--- src/rtl/bp_fe_nonsynth_pkg.sv ---
// Shared types and constants for the FE/I$ fetch checker scoreboard.
package bp_fe_nonsynth_pkg;

    typedef enum logic [1:0] {
        e_stall_none  = 2'd0,
        e_stall_fixed = 2'd1,
        e_stall_rand  = 2'd2
    } bp_fe_stall_mode_e;

    typedef enum logic {
        e_ready = 1'b0,
        e_stall = 1'b1
    } bp_fe_stall_state_e;

    localparam int unsigned lfsr_width_gp = 16;
    // Fibonacci taps at bits 15,13,12,10 (x^16 + x^14 + x^13 + x^11 + 1)
    localparam logic [lfsr_width_gp-1:0] lfsr_taps_gp = 16'hB400;

    function automatic logic [lfsr_width_gp-1:0] lfsr_next(input logic [lfsr_width_gp-1:0] s);
        return {s[lfsr_width_gp-2:0], ^(s & lfsr_taps_gp)};
    endfunction

endpackage

--- src/rtl/bp_fe_nonsynth_stall_gen.sv ---
// Pop throttle: after each pop, stalls for 0, a fixed, or an LFSR-random number of cycles.
module bp_fe_nonsynth_stall_gen
    import bp_fe_nonsynth_pkg::*;
#(
    parameter bp_fe_stall_mode_e         stall_mode_p = e_stall_rand,
    parameter int unsigned               max_stall_p  = 15,
    parameter logic [lfsr_width_gp-1:0]  lfsr_seed_p  = 16'hACE1
) (
    input  logic clk_i,
    input  logic reset_i,
    input  logic pop_i,
    output logic ready_o
);

    localparam int unsigned cnt_width_lp = $clog2(max_stall_p + 2);

    bp_fe_stall_state_e       state_r;
    logic [cnt_width_lp-1:0]  cnt_r;
    logic [cnt_width_lp-1:0]  load;
    logic [lfsr_width_gp-1:0] lfsr_r;

    // Stall length chosen at pop time, using the LFSR value before it advances.
    always_comb begin
        load = '0;
        if (stall_mode_p == e_stall_fixed)
            load = cnt_width_lp'(max_stall_p);
        else if (stall_mode_p == e_stall_rand)
            load = cnt_width_lp'(32'(lfsr_r) % (max_stall_p + 1));
    end

    always_ff @(posedge clk_i) begin
        if (reset_i) begin
            state_r <= e_ready;
            cnt_r   <= '0;
            lfsr_r  <= lfsr_seed_p;
        end else if (state_r == e_ready) begin
            if (pop_i) begin
                lfsr_r <= lfsr_next(lfsr_r);
                cnt_r  <= load;
                if (load != '0) state_r <= e_stall;
            end
        end else begin
            cnt_r <= cnt_r - cnt_width_lp'(1);
            if (cnt_r == cnt_width_lp'(1)) state_r <= e_ready;
        end
    end

    assign ready_o = (state_r == e_ready);

endmodule

--- config.mk ---
export PLATFORM = sky130hd
export DESIGN_NAME = bp_fe_nonsynth_stall_gen
export DESIGN_NICKNAME = d
export VERILOG_FILES = /design/src/rtl/bp_fe_nonsynth_pkg.sv /design/src/rtl/bp_fe_nonsynth_stall_gen.sv
export SDC_FILE = /design/constraint.sdc
export NUM_CORES = 1
export LEC_CHECK = 0
export CORE_MARGIN = 4
export CORE_UTILIZATION = 53
export CTS_CLUSTER_DIAMETER = 200
export DETAILED_ROUTE_END_ITERATION = 8
export HOLD_SLACK_MARGIN = 0.05
export PLACE_DENSITY = 0.74
export SYNTH_ARGS = -nofsm -noshare
export SYNTH_HDL_FRONTEND = slang
export SYNTH_SLANG_ARGS = --single-unit
--- constraint.sdc ---
create_clock -name clk_i -period 1.7 [get_ports clk_i]
set_input_delay 0.425 -clock clk_i [delete_from_list [all_inputs] [get_ports clk_i]]
set_output_delay 0.425 -clock clk_i [all_outputs]
set_load 0.03 [all_outputs]
## Word level (Yosys, flattened, before mapping)

Cells that the tools add are included.

- Bits in registers: 22
- Bits of input ports: 3
- Output and inout bits: 1
- Logic and storage cells: 16

- Add/subtract/negate cells: 1
- Eq/ne operators: 1
- Mux-type cells: 6
- Bitwise gates (word level): 1
- Reductions and logical operators: 4

Operators with widths:

| kind | number |
|---|---|
| XOR reduction 16 bit | 1 |
| two-way mux 5 bit | 2 |
| equality test 5 x 1 -> 1 bit, second input constant | 1 |
| nonzero test 5 bit | 1 |
| subtractor 5 x 1 -> 5 bit, second input constant | 1 |
| two-way mux 1 bit | 4 |
| AND reduction 2 bit | 1 |
| nonzero test 2 bit | 1 |
| inverter 1 bit | 1 |

## Logic depth before layout (Yosys ltp)

- Word-level depth: 4
- Mapped depth: 5
- Depth with buffers taken out: 5

## Worst setup path after synthesis

No wires, ideal clock.

- Kind: reg2reg
- From: reg cnt_r[0]
- To: reg cnt_r[4]
- Library setup time: 0.074 ns
- Data arrival time: 1.051 ns
- Required time: 1.626 ns
- Setup slack: 0.575 ns
- Stages on the path, launching flop included: 6
- Buffers on the path: 0
- Period minus slack after synthesis: 1.125 ns
- Cell sequence: dfxtp_1 -> inv_1 -> ha_1 -> nor3b_1 -> nand3b_1 -> a31oi_1

- Longest elaborated chain between the ends: 2

Ends and longest elaborated chain:

| item | RTL line | RTL |
|---|---|---|
| start: declaration | bp_fe_nonsynth_stall_gen.sv:18 | `logic [cnt_width_lp-1:0] cnt_r;` |
| start signal: assignment | bp_fe_nonsynth_stall_gen.sv:39 | `cnt_r <= load;` |
| start signal: assignment | bp_fe_nonsynth_stall_gen.sv:43 | `cnt_r <= cnt_r - cnt_width_lp'(1);` |
| subtractor 5 x 1 -> 5 bit | bp_fe_nonsynth_stall_gen.sv:43 |  |
| two-way mux 5 bit | bp_fe_nonsynth_stall_gen.sv:36 | `end else if (state_r == e_ready) begin` |

Every way passes these cells.
A chain may end at the register's enable or synchronous reset.

## Worst setup path after layout

- From: reg state_r
- To: out ready_o

- Longest elaborated chain between the ends: 1

Ends and longest elaborated chain:

| item | RTL line | RTL |
|---|---|---|
| start: declaration | bp_fe_nonsynth_stall_gen.sv:17 | `bp_fe_stall_state_e state_r;` |
| start signal: assignment | bp_fe_nonsynth_stall_gen.sv:33 | `state_r <= e_ready;` |
| start signal: assignment | bp_fe_nonsynth_stall_gen.sv:40 | `if (load != '0) state_r <= e_stall;` |
| start signal: assignment | bp_fe_nonsynth_stall_gen.sv:44 | `if (cnt_r == cnt_width_lp'(1)) state_r <= e_ready;` |
| inverter 1 bit | bp_fe_nonsynth_stall_gen.sv:48 | `assign ready_o = (state_r == e_ready);` |
| end: declaration | bp_fe_nonsynth_stall_gen.sv:12 | `output logic ready_o` |

Every way passes these cells.

==> out/metrics.yaml <==
outcome: "finished clean"
start_kind: "register"
vias: 766
grt_pass1_wl_mm: 3.105
instances_no_fill: 143
post-route-period-util_pct: 90.66
gr-usage-all-layers_pct: 16.24
synthAdderAreaFrac_pct: 2.674
drv_slew: 0
final_common_cell: "nand2_1"
ys_warn_count: 0
synth-compound-area-share_pct: 12.70
htreeDepth: 1
path_clk_slew_ps: 120
synthXorXnorAreaFrac_pct: 2.807
insertedDiodeCount: 0
grt_pass1_vias: 732
finClkSkew_ps: 1.006
finalSetupViolCount: 0
ant_nets: 0
drt_iter0_drc: 15
gp_congestion: 0.7621
final_hold_viol_count: 0
critPathSlowestCell: "dlygate4sd2_1"
worst_pin_slew_ps: 453.3
arrival_ps: 1120
post-cts-setup-buffer-count: 0
critical_path_required_ps: 1270
endpoint_kind: "output port"
grt_max_degree: 17
min_path_type: "register to register"
critPathKind: "register to output port"
p_leak_nw: 0.4164
syn_inst: 112
synthesis.area_um2: 935.9
cts_hold_buf: 0
ys_ff_latch: 22
die_h_um: 50.02
totalWireLength_mm: 1.671
cp_num_buf_inv: 2
die_w_um: 50.02
max_freq_mhz: 648.8
ys_seq_area_share_pct: 47.06
synth_nets: 117
cts.sinks: 22
synth_top_family_by_area: "simple AND/OR/NAND/NOR gates"
path_cells: "inv_1 -> dlygate4sd2_1"
n_fill_cell: 135
synth_cell_types: 23
grt-ovfl-total: 0
die_area_um2: 2502
cts_root_buf: "clkbuf_4"
layout_common_cells: "34 x nand2_1, 22 x dfxtp_1, 11 x nand3b_1"
synth.avg_cell_area_um2: 8.356
dp_hpwl_mm: 1.146
rsz0062_at_grt: "false"
period_minus_slack_ps: 1541
cap_violations: 0
io_buffers: 3
crit_family: "buffers and inverters"
post_drt_wl_per_cell_um: 11.69
viasPerCell: 5.357
post-place-cells: 139
clkLatencyLatePin_ps: 320
syn2layout_area_growth_pct: 14.17
initial_core_util_pct: 58.71
drc: 0
dr.pass1.iters: 4
io_pins: 4
setup_tns_ps: 0
slowest_delay_ps: 400
numCtsBuffers: 3
ir_drop_mv: 1.034
max_slew_margin_pct: 69.69
synthSimpleGateAreaFrac_pct: 28.88
drive_gt1_share_pct: 9.244
crit_fanout: 2
cts_max_path_buffers: 2
antenna_found_initial: 0
tritoncts: "done"
fp-row-count: 14
p_per_area_nw_per_um2: 1147
synthMuxAreaShare_pct: 0
finalNetCount: 125
core-area_um2: 1594
[synthesized netlist by cell type]
cell type	n	area, um2
a211oi_1	2	15.01
a21oi_1	10	50.05
a31oi_1	4	25.02
buf_2	2	10.01
buf_4	2	15.01
buf_6	1	11.26
clkbuf_1	2	7.510
dfxtp_1	22	440.4
ha_1	2	25.02
inv_1	3	11.26
nand2_1	34	127.6
nand2b_1	1	6.260
nand3b_1	11	82.58
nor2_1	2	7.510
nor2b_1	2	12.51
nor3_1	2	10.01
nor3b_1	1	7.510
nor4b_1	1	8.760
o211a_1	1	10.01
o21ai_0	2	10.01
o31a_1	1	8.760
or4_1	1	7.510
xnor2_1	3	26.28
[registers in the layout (all words and copies together), names as in the netlist]
| signal | flops |
|---|---|
| state_r | 1 |
| cnt_r | 5 |
| lfsr_r | 16 |
[worst register-to-register path: cells and delay by family, from the launching register on]
family	cells	cell delay (ps)
AOI/OAI and AO/OA	1	80
adders and majority gates	1	190
buffers and inverters	1	90
DFF	1	370
and+or+nand+nor	2	460
[per-stage QoR]
step                hold slack, ps  power (mW)  util [%]  setup slack [ps]  cell area [um2]
floorplan                    432.1      0.7695         -             574.7            935.9
global placement             438.2      0.8226     63.81             100.4             1017
detailed placement           443.7      0.8303     63.81             74.77             1017
CTS                          461.4       1.230     67.03             159.9             1069
global route                 477.8       1.294     67.03             96.49             1069
finish                       460.2       1.225     67.03             158.7             1069
[path summary, 6_finish.rpt]
| check | start | end | slack (ps) | cells after the start |
|---|---|---|---|---|
| max | state_r$_SDFF_PP0_ | ready_o | 160 | 2 |
| min | lfsr_r[8]$_SDFFE_PP0P_ | lfsr_r[9]$_SDFFE_PP0P_ | 460 | 2 |
| max reg2reg | cnt_r[0]$_SDFFE_PP0P_ | cnt_r[4]$_SDFFE_PP0P_ | 430 | 5 |
| min reg2reg | lfsr_r[8]$_SDFFE_PP0P_ | lfsr_r[9]$_SDFFE_PP0P_ | 460 | 2 |
[where the power goes]
| part | switching [mW] | internal (mW) |
|---|---|---|
| clock network | 0.169 | 0.239 |
| logic | 0.109 | 0.105 |
| registers | 0.0391 | 0.566 |
| total | 0.317 | 0.909 |
[logic make-up (layout without fill, tap and decap cells)]
logic type               count (synthesis)  in the layout
AO/OA/AOI/OAI                           20             20
XOR/XNOR                                 3              3
adder cells (fa/ha/maj)                  2              2
buffers and inverters                   10             17
flip-flops                              22             22
AND/OR/NAND/NOR                         55             55
[repair_timing]
action,in CTS,in global routing
endpoints found under the setup margin,1,0
gates resized for setup,1,0
endpoints found under the hold margin,0,0
[layer usage]
metal	up-vias	part of all wire, %	GRT usage, %
met3	3	2.7	3.614
met4	0	1.6	8.295
met1	364	48	19.85
met5	-	0	0
met2	7	48	26.30
li1	392	-	-
[area by class of cell]
cell class                      count  area [um2]  share of cell area [%]
Multi-Input combinational cell     80       440.4                   41.22
Sequential cell                    22       440.4                   41.22
Timing Repair Buffer               10       93.84                   8.782
Tap cell                           24       30.03                   2.810
Inverter                            3       11.26                   1.054
Clock buffer                        3       22.52                   2.108
Clock inverter                      1       30.03                   2.810
Note: power is estimated with default switching activity, not from simulation.
